### config.mk
export PLATFORM = sky130hd
export DESIGN_NAME = regfile_param
export DESIGN_NICKNAME = d
export VERILOG_FILES = /design/src/rtl/regfile_param.sv
export SDC_FILE = /design/constraint.sdc
export NUM_CORES = 1
export LEC_CHECK = 0
export ABC_AREA = 1
export CAP_MARGIN = 20
export CORE_ASPECT_RATIO = 1.5
export CORE_MARGIN = 2
export CORE_UTILIZATION = 51
export DETAILED_ROUTE_END_ITERATION = 16
export PLACE_DENSITY = 0.71
export SLEW_MARGIN = 20
export SYNTH_ARGS = -nofsm -noshare
export SYNTH_HDL_FRONTEND = slang
export SYNTH_SLANG_ARGS = --single-unit
### constraint.sdc
create_clock -name clk -period 10 [get_ports clk]
set_input_delay 1 -clock clk [delete_from_list [all_inputs] [get_ports clk]]
set_output_delay 1 -clock clk [all_outputs]
set_load 0.02 [all_outputs]
### src/rtl/regfile_param.sv
// Parametrised two-read / one-write register file with a sequential clear sweep.
// Optional `REGFILE_ZERO_REG_EN hardwires R[0] to zero.
module regfile_param #(
    parameter int DATA_W = 16,
    parameter int ADDR_W = 3
) (
    input  logic                     clk,
    input  logic                     rst,
    input  logic [ADDR_W-1:0]        rd_addr1,
    input  logic [ADDR_W-1:0]        rd_addr2,
    output logic signed [DATA_W-1:0] rd_data1,
    output logic signed [DATA_W-1:0] rd_data2,
    input  logic                     wr_en,
    input  logic [ADDR_W-1:0]        wr_addr,
    input  logic [DATA_W-1:0]        wr_data,
    input  logic                     clr_req,
    output logic                     clr_busy,
    output logic                     clr_done
);

    localparam int DEPTH = 1 << ADDR_W;
    localparam logic [ADDR_W-1:0] LAST = ADDR_W'(DEPTH - 1);

    typedef enum logic [1:0] {
        IDLE,
        CLEAR,
        DONE
    } state_t;

    state_t            state;
    state_t            state_nxt;
    logic [ADDR_W-1:0] ptr;
    logic [ADDR_W-1:0] ptr_nxt;
    logic              sweep_we;
    logic              ext_we;
    logic [DATA_W-1:0] r [DEPTH];

    always_comb begin
        state_nxt = state;
        ptr_nxt   = ptr;
        sweep_we  = 1'b0;
        unique case (state)
            IDLE: begin
                if (clr_req) begin
                    state_nxt = CLEAR;
                    ptr_nxt   = '0;
                end
            end
            CLEAR: begin
                sweep_we = 1'b1;
                if (ptr == LAST) begin
                    state_nxt = DONE;
                end else begin
                    ptr_nxt = ptr + 1'b1;
                end
            end
            DONE: begin
                state_nxt = IDLE;
            end
            default: begin
                state_nxt = IDLE;
            end
        endcase
    end

`ifdef REGFILE_ZERO_REG_EN
    assign ext_we = wr_en && (wr_addr != '0);
`else
    assign ext_we = wr_en;
`endif

    // External write is issued after the sweep clear so it wins on a collision.
    always_ff @(posedge clk or posedge rst) begin
        if (rst) begin
            state <= IDLE;
            ptr   <= '0;
            for (int i = 0; i < DEPTH; i++) begin
                r[i] <= '0;
            end
        end else begin
            state <= state_nxt;
            ptr   <= ptr_nxt;
            if (sweep_we) begin
                r[ptr] <= '0;
            end
            if (ext_we) begin
                r[wr_addr] <= wr_data;
            end
        end
    end

    always_comb begin
        rd_data1 = r[rd_addr1];
        if (wr_en && (wr_addr == rd_addr1)) begin
            rd_data1 = wr_data;
        end
`ifdef REGFILE_ZERO_REG_EN
        if (rd_addr1 == '0) begin
            rd_data1 = '0;
        end
`endif
    end

    always_comb begin
        rd_data2 = r[rd_addr2];
        if (wr_en && (wr_addr == rd_addr2)) begin
            rd_data2 = wr_data;
        end
`ifdef REGFILE_ZERO_REG_EN
        if (rd_addr2 == '0) begin
            rd_data2 = '0;
        end
`endif
    end

    assign clr_busy = (state == CLEAR);
    assign clr_done = (state == DONE);

endmodule

* Word-level counts from Yosys, hierarchy flattened *
Cells that the tools add are included.

storage, ports and cells
  flip-flop bits (word level) = 133
  latch bits = 0
  RAM bits = 0
  ROM bits = 0
  input bits = 29
  output and inout port bits = 34
  logic and storage cells = 61
  memories = 0

cells by class
  add/sub/neg operators = 1
  $mul = 0
  div/mod/pow operators = 0
  order comparisons = 6
  equality and inequality tests = 8
  shift-type cells = 0
  muxes and demuxes = 22
  bitwise logic cells = 6
  reductions and logical operators = 8

operators by type and width
  operator             count
  $mux 128             2
  $and 128x128->128    1
  $bwmux 128           1
  $mux 16              8
  $not 128->128        1
  $bmux 16 s3          2
  $demux 16 s3         2
  $ge 4x4->1 const B   4
  $not 3->4            4
  $lt 4x1->1 const B   2
  $eq 3x3->1           2
  $mux 3               2
  $pmux 3 s2           1
  $logic_and 1x1->1    4
  $mux 2               2
  $ne 2x2->1 const B   2
  $pmux 2 s2           1
  $add 3x1->3 const B  1
  $eq 3x3->1 const B   1
  $reduce_and 3->1     1
  $eq 2x1->1 const B   1
  $eq 2x2->1 const B   1
  $logic_not 2->1      1
  $ne 2x1->1 const B   1
  3 further kinds      3

* Logic depth before layout (Yosys ltp) *
  depth in word-level cells = 10
  mapped depth = 10
  depth with buffers taken out = 8

* Worst setup path before layout *
OpenSTA, ideal clock, no wires.

  kind = input to output
  start = input port rd_addr1[1]
  end = output port rd_data1[10]
  data arrival time = 1.927 ns
  required time = 9.000 ns
  path slack = 7.073 ns
  cell stages on the path = 9
  cells stage by stage = buf_2 -> inv_2 -> nand2_1 -> nand2_1 -> nor2_1 -> nand2_2 -> buf_2 -> nand3_1 -> nand2_1

between the ends
  cells in the longest elaborated chain, start to end = 5
  elaborated cells between the ends (all ways) = 7
  those cells by class = eq/ne: 1; mux: 4; bitwise: 1; reduce/logical: 1

ends and longest elaborated chain
  what                                         line  RTL
  from (decl)                                  9     input logic [ADDR_W-1:0] rd_addr1,
  $not 3->4 (not written as such)              93    rd_data1 = r[rd_addr1];
  $bmux 16 s3                                  93
  $mux 16 (not written as such) (2 in series)  93
  $mux 16 (*)                                  94    if (wr_en && (wr_addr == rd_addr1)) begin
  to (decl)                                    11    output logic signed [DATA_W-1:0] rd_data1,

Every way passes the cells marked *; elsewhere a longest branch is shown, timed or not. The select of a mux whose other input is x is not followed.

* Worst setup path after layout *
  start = input port rd_addr1[2]
  end = output port rd_data1[15]

The elaborated chain is that of the path after synthesis.

==> results.yml <==
yosys:
  synth_commonest_cells: "nand2_1 (355), nand3_1 (351), inv_1 (156)"
  yosys_warnings: 0
  async_flop_share_pct: 100
  synth.area.top_cells: "dfrtp_1 (40%), nand3_1 (21%), nand2_1 (16%)"
  synth_cells: 1249
  synth_area_leader_cell: "dfrtp_1"
  yosysMostFrequentCell: "nand2_1"
  syn_area_sq_um: 8400
  ys.flop_type: "dfrtp_1"
  synth_top_area_share_pct: 39.6
  synth.avg_cell_area_sq_um: 6.73
  syn_nets: 1280
  synth_edf_count: 0
  synth.yosys.seq_area_share_pct: 39.6
  synth-seq-cells: 133
  synth_cell_type_count: 21
detailed_routing:
  wl_per_cell_um: 18.2
  drtPass1Iterations: 6
  postRouteAntennaNets: 0
  via_per_inst: 5.69
  vias: 8417
  wirelength_um: 26900
  drt_iter0_markers: 793
  drc_errors: 0
critical_path:
  critPathLaunchType: "input pin"
  path_buf_inv: 4
  path_cells: "clkdlybuf4s50_1 > inv_4 > nand2_1 > nand2_1 > nor2_1 > nand2_2 > inv_4 > nand2_1 > nand2_1 > clkdlybuf4s50_1"
  cp_common_cell: "nand2_1"
  r2r_start: "ptr[2]$_DFFE_PP0P_"
  arrival_ps: 4250
  path_max_fanout: 18
  endpoint_kind: "output pin"
  r2r_end: "r[35]$_DFF_PP0_"
  reg2reg_depth: 5
  worst_ep_required_time_ps: 9000
  r2r_setup_slack_ps: 8280
  slowest_stage: "clkdlybuf4s50_1"
  cp_slowest_stage_delay_ps: 1150
  critPathTopFamily: "buffers and inverters"
  crit_type: "input pin to output pin"
cts:
  htree_num_levels: 4
  max-clock-path-buffers: 2
  root_buffer: "clkbuf_16"
  cts_setup_buffers: 0
  cts_tree: "built"
  clkLatencyLatePin_ps: 430
  cts_sinks: 133
  cts-resized-gates: 0
  cts.hold.buffers_added: 0
  cts_made_buffers: 17
  clk_pin_slew_ps: 60
cells_and_area:
  nFillCells: 1540
  antenna_cells: 0
  nNetsFinal: 1292
  drive_gt1_share_pct: 6.04
  area_growth_pct: 14.1
timing:
  drv_slew: 0
  finalCriticalPeriod_ps: 5250
  rsz0062_at_grt: "false"
  setup_violations: 0
  max_freq_ghz: 0.191
  relSlewSlack_pct: 30.9
  tns_ps: 0
  fin_worst_skew_ps: 6.36
  hold_viol: 0
  worstMarginPinSlew_ps: 1030
  finalCritPeriodShare_pct: 52.5
grt:
  grt_overflow: 0
  grt_start_max_net_pins: 68
  antenna_found_initial: 0
  grt_pass1_vias: 8099
  track_usage_pct: 32.1
  grt_pass1_wl_um: 43000
placed_design:
  hpwl_um: 16100
  place.gp.congestion: 0.872
  port_buffers: 62
worst_hold_path:
  min_from: "r[9]$_DFF_PP0_"
  hold_end: "r[9]$_DFF_PP0_"
  hp-class: "register to register"
  min_delay_path_depth: 2
outcome:
  outcome: "completed"
power_and_ir_drop:
  p_leak_nw: 4.88
  total_power_mw: 2.41
  ir_worst_vdd_v: 0.000145
  power_density_nw_per_um2: 252
floorplan:
  die_area_sq_um: 17500
  start_util_pct: 51.9
  rows: 57
  die_w_um: 109
  coreArea_sq_um: 16200
  pin_count: 63
  die_h_um: 161
job:
  cap_violations: 0
## final cells by class
type	instances	area [sq um]	share of cell area, %
inverters	164	628	6.55
clock inverters	12	176	1.84
flip-flops and latches	133	3330	34.7
well taps	206	258	2.69
repair buffers	77	723	7.54
multi-input cells	868	4010	41.8
clock buffers	20	467	4.87
## kinds of logic after synthesis
kind of cell	share of synthesized area [%]
AO/OA/AOI/OAI	7.74
adder cells (fa/ha/maj)	0.298
flip-flops	39.6
AND/OR/NAND/NOR	39.6
buffers and inverters	12.7
## stage by stage
| step | instances | hold slack (ps) | util (%) | worst slack [ps] | area, sq um |
|---|---|---|---|---|---|
| floorplan | 1249 | 478 | - | 5450 | 8400 |
| global placement | 1448 | 490 | 55.2 | 4890 | 8940 |
| detailed placement | 1448 | 500 | 55.3 | 4850 | 8950 |
| CTS | 1480 | 512 | 59.2 | 4840 | 9590 |
| global route | 1480 | 530 | 59.2 | 4680 | 9590 |
| finish | 1480 | 511 | 59.2 | 4750 | 9590 |
## how the worst max path moves through the flow
stage | slack [ps] | endpoint | startpoint | cells after the start
floorplan | 5450 | ptr[0]$_DFFE_PP0P_ | rst | 1
detailed placement | 4850 | rd_data1[15] | rd_addr1[2] | 10
finish | 4750 | rd_data1[15] | rd_addr1[2] | 10
global placement | 4890 | rd_data1[15] | rd_addr1[2] | 10
CTS | 4840 | rd_data1[15] | rd_addr1[2] | 10
global route | 4680 | rd_data1[5] | rd_addr1[2] | 10
## state kept, by name, summed over array words and instances, names as in the netlist
register,flops
ptr,3
r,128
state,2
## cell usage in the layout, fill, tap and decap left out, types with 5 or more instances in the layout
master           count
nand2_1            354
nand3_1            351
inv_1              153
dfrtp_1            133
o21ai_0             73
clkdlybuf4s50_1     60
o21ai_1             57
clkbuf_16           17
buf_4               15
nor2_1              14
inv_2                6
inv_4                5
nand3_2              5
## layer usage
metal,wire (um),vias to the layer above,GRT usage (%),part of all wire [%]
met4,1220,0,17.0,4.5
li1,-,4065,-,-
met3,2280,94,5.61,8.5
met5,0,-,0,0
met1,10400,3881,40.3,39
met2,13000,377,52.3,48
## report_power, final
part	internal [mW]	total, mW	switching, mW
combinational	0.311	0.859	0.548
clock	0.437	0.682	0.246
sequential	0.743	0.872	0.129
## worst reg2reg max path, delay by kind of cell (launching register included)
kind / cells / cell delay [ps]
buffers and inverters: 1 / 70
flip-flops: 1 / 430
AO/OA/AOI/OAI: 1 / 100
AND/OR/NAND/NOR: 3 / 990
(Power assumes the default switching activity.)
